### src/rtl/pc_pkg.sv
// pc_pkg: shared state/source encodings and constants for the PC sequencer.
package pc_pkg;
    typedef enum logic [1:0] {PC_RUN, PC_HALT, PC_FAULT} pc_state_e;
    typedef enum logic [1:0] {SRC_SEQ, SRC_BR, SRC_JAL, SRC_JALR} pc_src_e;
    localparam int INSTR_BYTES = 4;
endpackage

### src/rtl/pc_seq_if.sv
// pc_seq_if: control-side requests into the PC sequencer and its status/PC outputs.
interface pc_seq_if #(
    parameter int XLEN  = 32,
    parameter int CNT_W = 32
);
    logic            stall_i;
    logic            branch_i;
    logic            jal_i;
    logic            jalr_i;
    logic [XLEN-1:0] imm_i;
    logic [XLEN-1:0] rs1_i;
    logic            halt_i;
    logic            resume_i;
    logic [XLEN-1:0] pc_o;
    logic [XLEN-1:0] pc_plus4_o;
    logic            fault_o;
    logic [XLEN-1:0] bad_tgt_o;
    logic            halted_o;
    logic [CNT_W-1:0] instret_o;
    modport master (
        output stall_i, branch_i, jal_i, jalr_i, imm_i, rs1_i, halt_i, resume_i,
        input  pc_o, pc_plus4_o, fault_o, bad_tgt_o, halted_o, instret_o
    );
    modport slave (
        input  stall_i, branch_i, jal_i, jalr_i, imm_i, rs1_i, halt_i, resume_i,
        output pc_o, pc_plus4_o, fault_o, bad_tgt_o, halted_o, instret_o
    );
endinterface

### src/rtl/pc_target_calc.sv
// pc_target_calc: prioritised next-PC target and misaligned-redirect detection.
module pc_target_calc
    import pc_pkg::*;
#(
    parameter int XLEN   = 32,
    parameter int IALIGN = 4
) (
    input  logic [XLEN-1:0] pc,
    input  logic [XLEN-1:0] imm,
    input  logic [XLEN-1:0] rs1,
    input  logic            branch,
    input  logic            jal,
    input  logic            jalr,
    output logic [XLEN-1:0] tgt,
    output logic            misalign
);
    pc_src_e src;
    always_comb begin
        src = jalr ? SRC_JALR : jal ? SRC_JAL : branch ? SRC_BR : SRC_SEQ;
        tgt = src == SRC_JALR ? (rs1 + imm) & ~XLEN'(1) :
              src == SRC_SEQ  ? pc + XLEN'(INSTR_BYTES) : pc + imm;
        // sequential steps are always aligned, so only redirects can fault
        misalign = src != SRC_SEQ && (tgt & XLEN'(IALIGN - 1)) != '0;
    end
endmodule

### src/rtl/pc_seq.sv
// pc_seq: program-counter sequencer with run/halt/fault control and retired-instruction count.
module pc_seq
    import pc_pkg::*;
#(
    parameter int              XLEN      = 32,
    parameter logic [XLEN-1:0] RESET_VEC = '0,
    parameter logic [XLEN-1:0] TRAP_VEC  = XLEN'('h100),
    parameter int              IALIGN    = 4,
    parameter int              CNT_W     = 32
) (
    input logic       clk,
    input logic       rst_n,
    pc_seq_if.slave   bus
);
    pc_state_e        state;
    logic [XLEN-1:0]  pc, bad_tgt, tgt;
    logic [CNT_W-1:0] instret;
    logic             misalign;
    pc_target_calc #(.XLEN(XLEN), .IALIGN(IALIGN)) u_calc (
        .pc(pc), .imm(bus.imm_i), .rs1(bus.rs1_i),
        .branch(bus.branch_i), .jal(bus.jal_i), .jalr(bus.jalr_i),
        .tgt(tgt), .misalign(misalign)
    );
    always_ff @(posedge clk or negedge rst_n) begin
        if (!rst_n) begin
            state   <= PC_RUN;
            pc      <= RESET_VEC;
            bad_tgt <= '0;
            instret <= '0;
        end else begin
            case (state)
                PC_RUN: if (!bus.stall_i) begin
                    // a halting instruction retires; a faulting one does not
                    if (bus.halt_i) begin
                        state   <= PC_HALT;
                        instret <= instret + CNT_W'(1);
                    end else if (misalign) begin
                        state   <= PC_FAULT;
                        bad_tgt <= tgt;
                    end else begin
                        pc      <= tgt;
                        instret <= instret + CNT_W'(1);
                    end
                end
                PC_HALT: if (bus.resume_i) begin
                    state <= PC_RUN;
                    pc    <= pc + XLEN'(INSTR_BYTES);
                end
                PC_FAULT: if (bus.resume_i) begin
                    state <= PC_RUN;
                    pc    <= TRAP_VEC;
                end
                default: state <= PC_RUN;
            endcase
        end
    end
    assign bus.pc_o       = pc;
    assign bus.pc_plus4_o = pc + XLEN'(INSTR_BYTES);
    assign bus.fault_o    = state == PC_FAULT;
    assign bus.halted_o   = state == PC_HALT;
    assign bus.bad_tgt_o  = bad_tgt;
    assign bus.instret_o  = instret;
endmodule
### src/flat_wrapper.sv
// flat-port wrapper written by rule: the top's interface ports become plain ports
module pc_seq_flat import pc_pkg::*;
#(
    parameter int              XLEN      = 32,
    parameter logic [XLEN-1:0] RESET_VEC = '0,
    parameter logic [XLEN-1:0] TRAP_VEC  = XLEN'('h100),
    parameter int              IALIGN    = 4,
    parameter int              CNT_W     = 32
)
  (clk, rst_n, bus_stall_i, bus_branch_i, bus_jal_i, bus_jalr_i, bus_imm_i, bus_rs1_i, bus_halt_i, bus_resume_i, bus_pc_o, bus_pc_plus4_o, bus_fault_o, bus_bad_tgt_o, bus_halted_o, bus_instret_o);
  pc_seq_if #(.XLEN(XLEN), .CNT_W(CNT_W)) bus_i ();
  input logic clk;
  input logic rst_n;
  input wire logic [$bits(bus_i.stall_i)-1:0] bus_stall_i;
  input wire logic [$bits(bus_i.branch_i)-1:0] bus_branch_i;
  input wire logic [$bits(bus_i.jal_i)-1:0] bus_jal_i;
  input wire logic [$bits(bus_i.jalr_i)-1:0] bus_jalr_i;
  input wire logic [$bits(bus_i.imm_i)-1:0] bus_imm_i;
  input wire logic [$bits(bus_i.rs1_i)-1:0] bus_rs1_i;
  input wire logic [$bits(bus_i.halt_i)-1:0] bus_halt_i;
  input wire logic [$bits(bus_i.resume_i)-1:0] bus_resume_i;
  output wire logic [$bits(bus_i.pc_o)-1:0] bus_pc_o;
  output wire logic [$bits(bus_i.pc_plus4_o)-1:0] bus_pc_plus4_o;
  output wire logic [$bits(bus_i.fault_o)-1:0] bus_fault_o;
  output wire logic [$bits(bus_i.bad_tgt_o)-1:0] bus_bad_tgt_o;
  output wire logic [$bits(bus_i.halted_o)-1:0] bus_halted_o;
  output wire logic [$bits(bus_i.instret_o)-1:0] bus_instret_o;
  assign bus_i.stall_i = bus_stall_i;
  assign bus_i.branch_i = bus_branch_i;
  assign bus_i.jal_i = bus_jal_i;
  assign bus_i.jalr_i = bus_jalr_i;
  assign bus_i.imm_i = bus_imm_i;
  assign bus_i.rs1_i = bus_rs1_i;
  assign bus_i.halt_i = bus_halt_i;
  assign bus_i.resume_i = bus_resume_i;
  assign bus_pc_o = bus_i.pc_o;
  assign bus_pc_plus4_o = bus_i.pc_plus4_o;
  assign bus_fault_o = bus_i.fault_o;
  assign bus_bad_tgt_o = bus_i.bad_tgt_o;
  assign bus_halted_o = bus_i.halted_o;
  assign bus_instret_o = bus_i.instret_o;
  pc_seq #(.XLEN(XLEN), .RESET_VEC(RESET_VEC), .TRAP_VEC(TRAP_VEC), .IALIGN(IALIGN), .CNT_W(CNT_W)) u_core (.clk(clk), .rst_n(rst_n), .bus(bus_i));
endmodule
### config.mk
export PLATFORM = sky130hd
export DESIGN_NAME = pc_seq_flat
export DESIGN_NICKNAME = d
export VERILOG_FILES = /design/src/rtl/pc_pkg.sv /design/src/rtl/pc_seq_if.sv /design/src/rtl/pc_target_calc.sv /design/src/rtl/pc_seq.sv /design/src/flat_wrapper.sv
export SDC_FILE = /design/constraint.sdc
export NUM_CORES = 1
export LEC_CHECK = 0
export BUFFER_PORTS_ARGS = -buffer_cell sky130_fd_sc_hd__buf_2
export CORE_MARGIN = 1.5
export CORE_UTILIZATION = 61
export CTS_BUF_LIST = sky130_fd_sc_hd__clkbuf_16
export DETAILED_ROUTE_END_ITERATION = 8
export PLACE_DENSITY = 0.88
export SYNTH_ARGS = -nofsm -noshare
export SYNTH_HDL_FRONTEND = slang
export SYNTH_SLANG_ARGS = --single-unit
export TNS_END_PERCENT = 30
### constraint.sdc
create_clock -name clk -period 8.6 [get_ports clk]
set_input_delay 1.72 -clock clk [delete_from_list [all_inputs] [get_ports clk]]
set_output_delay 1.72 -clock clk [all_outputs]
set_load 0.005 [all_outputs]
==> results of run 1 <==
area by class of cell:
cell class / count / area [um^2]
Sequential cell: 98 / 2450
Fill cell: 1193 / 4100
Clock buffer: 9 / 225
Multi-Input combinational cell: 940 / 6300
Tap cell: 184 / 230
Timing Repair Buffer: 205 / 1040
Inverter: 29 / 109
Clock inverter: 7 / 78.8
stage by stage:
| stage | total power, mW | cells |
|---|---|---|
| floorplan | 2.04 | 1116 |
| global placement | 2.65 | 1456 |
| detailed placement | 2.70 | 1456 |
| CTS | 3.12 | 1472 |
| global route | 3.37 | 1472 |
| finish | 3.18 | 1472 |
synth_stat cells, types with 6 or more instances:
master	instances
o21ai_0	79
nor3_1	16
nand2_1	139
mux2i_1	8
nor4_1	8
a211oi_1	18
mux2_2	6
a21oi_1	87
o21bai_1	7
o21ai_1	17
nand3_1	39
a32oi_1	7
xnor2_1	60
a21o_1	24
nor2b_1	10
xor2_1	43
o211ai_1	9
nand2b_1	12
and2_1	10
ha_1	67
nor2_1	91
o21a_1	16
nand4_1	23
clkbuf_1	40
a31oi_1	7
and3_1	16
inv_1	28
o31ai_1	15
dfrtp_1	98
layer usage:
layer | global-route usage [%] | part of all wire, % | up-vias | routed length, um
li1 | - | - | 4413 | -
met1 | 54.5 | 44 | 4476 | 13000
met2 | 58.0 | 44 | 587 | 13200
met3 | 4.98 | 9.6 | 61 | 2880
met4 | 11.2 | 2.8 | 0 | 841
met5 | 0 | 0 | - | 0
final timing paths:
check / startpoint / end / slack [ps] / depth (start not counted)
hold / removal: u_core.bus.bad_tgt_o[29] / u_core.bus.bad_tgt_o[29] / 480 / 2
min in group asynchronous: rst_n / u_core.bus.bad_tgt_o[4] / 1300 / 1
max in group asynchronous: rst_n / u_core.bus.bad_tgt_o[31] / 6130 / 2
setup reg to reg: u_core.bus.pc_o[0] / u_core.bus.pc_o[26] / 5000 / 12
hold reg to reg: u_core.bus.bad_tgt_o[29] / u_core.bus.bad_tgt_o[29] / 480 / 2
setup / recovery: bus_jalr_i / u_core.bus.pc_o[26] / 3770 / 11
cells in the final DEF (no fill, tap or decap), drive strengths merged, types with 4 or more instances in the layout:
master / synthesis / routed
nor3b: 6 / 6
nand2b: 12 / 12
inv: 29 / 32
nand4: 28 / 28
o211ai: 10 / 10
or3: 5 / 5
a32oi: 7 / 7
a22oi: 5 / 5
nand2: 141 / 141
nand3: 39 / 39
clkbuf: 40 / 9
o22ai: 4 / 4
ha: 67 / 67
o21a: 17 / 17
and4: 4 / 4
a211o: 4 / 4
a21oi: 90 / 90
mux2: 6 / 6
and3: 16 / 16
o21ai: 99 / 99
nor2b: 10 / 10
o31ai: 15 / 15
o21bai: 7 / 7
mux2i: 8 / 8
a211oi: 23 / 23
a21o: 24 / 24
nor2: 93 / 93
xor2: 45 / 45
o221ai: 5 / 5
nor3: 19 / 19
xnor2: 60 / 60
nor4: 10 / 10
buf: 9 / 205
and2: 10 / 10
dfrtp: 98 / 98
a221oi: 4 / 4
a31oi: 7 / 7
a2111oi: 4 / 4
kinds of logic (layout without fill, tap and decap cells):
family,Yosys count,in the layout,share of synthesized area [%]
AOI/OAI and AO/OA,352,352,25.9
xor gates and xnor gates,105,105,10.3
adders and majority gates,69,69,9.69
buffers and inverters,78,250,3.45
DFF,98,98,27.1
muxes,14,14,1.63
and+or+nand+nor,400,400,21.9
registers in the layout (all words and copies together) (netlist names):
signal                cells
u_core.bus.bad_tgt_o     32
u_core.bus.instret_o     32
u_core.bus.pc_o          32
u_core.state              2
where the power goes:
part / switching [mW] / internal (mW) / leakage [nW]
combinational: 1.15 / 0.756 / 3.61
clock: 0.181 / 0.229 / 0.149
sequential: 0.241 / 0.620 / 1.26
worst max-delay path, delay by kind of cell:
| family | cells | cell delay [ps] |
|---|---|---|
| and+or+nand+nor | 2 | 540 |
| AOI/OAI and AO/OA | 6 | 1920 |
| buffers and inverters | 3 | 850 |
==> results summary, run 1 <==
The number of nets still failing antenna checks after routing is 0. The count of max-cap constraint violations came out at 0. For the worst setup path, the data required time is 8810 ps. The critical path is of the in2reg type. The largest fanout of any net on the critical path came out at 48. After detailed routing, the number of remaining DRC violations is 0.

The initial utilization of the core area, before any placement, comes to between 60% and 70%. The total die area came out at 15600 um^2. Once layout is complete, the utilization of the core stands at 71.8%. The net count of the finished layout is ~1400.

The register clock-pin slew on the reported worst setup and hold paths is approximately 70 ps. The clock buffer count from CTS came out at 9. The via count normalized by instance count came out at 6.48.

The core outline area came out at 14500 um^2. The number of buffer cells added on primary ports came out at 201. 0 antenna diodes ended up in the layout.

Global routing finished with a remaining overflow of 0. Setup slack closes at 3770 ps. The slew of the pin with the lowest slew margin is 1170 ps. Global routing used 37.4% of the available tracks across all layers. Setup repair after global routing left no endpoint under its margin. The number of buffers inserted by hold repair at cts is 0. The part of the Yosys area used for sequential elements is 27.1%. The number of global-route vias before repair was 8676. The worst setup path is captured at a register. The critical path launch point type is an input pin. The detailed router placed approximately 9500 vias in this run. The summed instance area of the synthesized netlist is 9060 um^2. The power density over cell area came out at 304 nW/um^2. The number of gates given a new drive strength after cts came out at 0. The critical path goes through buf_2 > buf_4 > o21bai_1 > o21ai_0 > o31ai_1 > nand2_1 > a21oi_2 > buf_4 > nand2_1 > a211oi_1 > a211oi_2. The detailed-route wire length per cell came out at 20.3 um.

The violation count after the first detailed-route iteration came out at 1187. Ranked by total cell area, the synthesized netlist is headed by dfrtp_1 27%, ha_1 9.3%, xnor2_1 5.8%, nand2_1 5.8%, a21oi_1 4.8%. The insertion delay of the later-clocked pin in the worst-skew pair came out at 350 ps.

The synthesized design spends more area on one cell type than any other, namely dfrtp_1. The floorplan die height came out at between 100 and 150 um. The flow ran to the end, and the final reports show no timing, DRC or antenna violations. The share of the synthesized area in the top cell type came out at 27.1%. The number of distinct standard cells referenced by the synthesized netlist is 86. The aggregate negative setup slack came out at 0 ps. The synthesized netlist cell count is between 1000 and 1500. The static leakage came out at about 5.0 nW. The number of flops mapped to enable cells by yosys came out at 0.

The share of final-layout standard cells stronger than drive strength 1 came out at 20.9%. Counting flops and latches in the post-synthesis netlist gives 98. The I/O pin count came out at 202. The number of slew-limit violations in the final report is 0. The post-detailed-routing wire length is 29900 um. The first-pass GRT wire length came out at 46800 um.

For this run, the top clock speed supported by timing is 0.207 GHz. The number of nets produced by synthesis came out at 1257. The largest net degree at the start of global routing came out at 68. The worst setup slack before clock tree synthesis came out at 3700 ps. The minimum hold slack came out at 480 ps. The number of failing hold endpoints at the final stage is 0. The count of synthesis-stage warnings from yosys came out at 0.

The largest clock skew in the final design came out at 8.60 ps. For the worst setup path, the data arrival time is 5040 ps. In the synthesized netlist the dominant register cell turns out to be dfrtp_1. Measured against its own limit, the worst slew margin works out to 21.7%. The final weighted congestion of routability-driven global placement is 1.06. IR analysis of the VDD net gives a maximum drop of 0.153 mV. The tree built by TritonCTS fans out to 98 sinks. The number of antenna violations at the first check in global routing came out at 0. In this run the worst hold path is classified as reg2reg. The maximum clock path buffer count came out at 2.

Of the available clock period, the critical path in the final layout requires 56.2%. The number of core rows is 44. The worst path in the final design needs a cycle of 4830 ps, including I/O delays and setup.

The number of iterations in the first detailed-routing pass came out at 5. In this run the horizontal extent of the chip is 125 um. The cell at the slowest stage of the critical path is o21bai_1.

The mean instance size in the synthesized netlist came out at 8.12 um^2. In this run the post-CTS setup repair buffer count came out at 0. The post-synthesis async set-or-reset flop share came out at between 90% and 100%. The cell area after layout came out at between 10000 and 15000 um^2. The cell area after placement came out at 10100 um^2. The H-tree was split into 3 levels. Setup violations remaining at the end of the flow were counted as 0.

On the worst path, the slowest cell contributes a delay of between 500 and 600 ps. The layout overhead on the synthesized area is 15.1%. The clock root buffer is clkbuf_16. The HPWL reported at the end of detailed placement is 23300 um. TritonCTS built the clock tree.
Note: power is estimated with default switching activity, not from simulation.
==> run 2, diff against run 1 <==
- CORE_UTILIZATION: 61 -> 56
- PLACE_DENSITY: 0.88 -> 0.82
- clock period: 8.6 -> 4.8 ns (I/O delays scaled with it)
==> results summary, run 2 (synthesis gave the netlist of run 1 again) <==
Max-cap violations in this run came to 0. The maximum ir drop on the vdd rail came out at 0.342 mV. The number of failing hold endpoints at the final stage was 0. The insertion delay of the later-clocked pin in the worst-skew pair came out at 340 ps.

For this run, design rule violations remaining after detail routing come to 0. The register clock-pin slew on the reported worst setup and hold paths came out at 70 ps. The maximum clock path buffer count is 2. The slowest stage of the critical path is the dfrtp_1 cell. The layout overhead on the synthesized area came out at 15.9%.

The cell count after placement came out at between 1000 and 1500. At the placement stage, the worst setup path has a slack of 925 ps. The worst setup path is launched from a register. The library cells used most frequently in the layout, excluding fill and tap cells, are 200 x buf_2, 139 x nand2_1, 98 x dfrtp_1. The signal on the critical path passes through ha_1 > inv_1 > nor3_2 > nand2b_1 > nor2_1 > xor2_1 > buf_2. Summed over all layers, the global routing overflow is 0.

The first-pass GRT wire length is 45300 um. The minimum hold slack came out at 477 ps. The number of iterations in the first detailed-routing pass is 6. The number of nets still failing antenna checks after routing is 0. The count of non-filler cells in the finished layout came out at around 1500.

The critical path data required time came out at 3840 ps. Pin placement for this block handled 202 I/O pins. The number of global-route vias before repair came out at 8520. The global-route usage over all layers came out at 34.2%. The number of antenna violations at the first check in global routing was 0. The floorplan die height is between 100 and 150 um. The via count normalized by instance count came out at 6.20. TritonCTS built the clock tree. The power density over cell area came out at ~540 nW/um^2. The HPWL after detailed placement is roughly 23000 um. The maximum cell stage delay along the critical path is roughly 540 ps. The violation count after the first detailed-route iteration came out at 922.

The kind of critical path is reg2out. The slew of the pin with the lowest slew margin is ~1000 ps. The number of core rows is 46. The clock root buffer is clkbuf_16.

The flow ran to the end, and the final reports show no timing, DRC or antenna violations. In this run the number of H-tree levels came out at 3. 0 antenna diodes ended up in the layout.

The completed layout was analyzed and its total power is 5.67 mW. STA puts the critical path data arrival time at 2700 ps. The number of buffers inserted by hold repair at cts is 0. In this run the worst hold path is classified as reg2reg. The number of sinks driven by the clock tree came out at 98. The share of final-layout standard cells stronger than drive strength 1 came out at 21.1%. Counting I/O delays and the setup requirement, the final critical path takes 3660 ps. The core outline area came out at around 16000 um^2.

The number of gates given a new drive strength after cts came out at 0. The number of nets at the end of the flow came out at 1428. The largest clock skew in the final design is roughly 6 ps.

In this run the worst path has a maximum fanout of 8. The count of fill cells added during filler insertion is 1375. The number of slew-limit violations in the final report is 0.

The static leakage is about 5 nW. The total die area came out at 17000 um^2. The post-detailed-routing wire length came out at 29200 um. The final weighted congestion of routability-driven global placement came out at 1.01. The largest net degree at the start of global routing came out at 79.

The number of buffer cells added on primary ports came out at 201. The top achievable clock speed came out at 0.273 GHz. The final cycle utilization of the critical path came out at 76.2%. The worst-case headroom to the max-slew limit came out at 33.3%. Leaving out fill and tap cells, the most frequent cell in the layout is buf_2.

STA classifies the critical path endpoint as an output port. The post-layout worst setup margin came out at 1140 ps. The die width is 130 um. The clock buffer count from CTS came out at 9.

For this configuration, the core starts out at a cell density of a little under three fifths. The number of setup buffers added after CTS came out at 0. Setup repair after global routing left no endpoint under its margin. The count of endpoints failing setup in the final report is 0. The final route contains 9351 vias. Summed over all failing endpoints, the final setup total negative slack is 0 ps.

The detailed-route wire length per cell is 19.3 um.
## run 2: cell types whose count changed in the layout (fill, tap and decap cells not counted), sizes merged
cell    previous run  this run
buf              205       209
clkinv             2         0
inv               32        34
## run 2: critical path, delay by kind of cell, from the launching register on
family	cells	cell delay, ps
and+or+nand+nor	3	820
buffers and inverters	2	320
xor gates and xnor gates	1	380
adders and majority gates	1	290
DFF	1	540
## run 2: metal layers
layer	track usage [%]	vias up	routed length, um
li1	-	4417	-
met1	49.8	4340	12800
met2	52.0	538	12600
met3	6.19	56	3040
met4	9.28	0	700
met5	0	-	0
## run 2: area by class of cell
| class | count | area (um^2) | area share [%] |
|---|---|---|---|
| clock inverter | 7 | 76.3 | 0.727 |
| tap | 216 | 270 | 2.57 |
| clock buffer | 9 | 225 | 2.14 |
| timing repair buffer | 209 | 1070 | 10.2 |
| multi-input combinational | 940 | 6300 | 60.0 |
| inverter | 29 | 109 | 1.04 |
| sequential | 98 | 2450 | 23.4 |
## run 2: final timing paths
kind / from / end / slack [ps] / depth (start not counted)
hold reg to reg: u_core.bus.instret_o[31] / u_core.bus.instret_o[31] / 480 / 1
min in group asynchronous: rst_n / u_core.bus.instret_o[5] / 750 / 1
hold / removal: u_core.bus.instret_o[31] / u_core.bus.instret_o[31] / 480 / 1
setup / recovery: u_core.bus.pc_o[2] / bus_pc_plus4_o[18] / 1140 / 7
max in group asynchronous: rst_n / u_core.bus.pc_o[8] / 3220 / 2
setup reg to reg: u_core.bus.pc_o[0] / u_core.bus.bad_tgt_o[28] / 1490 / 12
## run 2: through the flow
step / instance area [um^2] / util, %
6_report: 10500 / 66.3
5_1_grt: 10500 / 66.3
4_1_cts: 10500 / 66.3
3_5_place_dp: 10200 / 64.4
3_3_place_gp: 10200 / 64.4
2_1_floorplan: 9060 / -
## run 2: power breakdown
| part | internal (mW) | total (mW) | switching, mW |
|---|---|---|---|
| Clock | 0.410 | 0.740 | 0.330 |
| Combinational | 1.36 | 3.39 | 2.03 |
| Sequential | 1.11 | 1.54 | 0.427 |
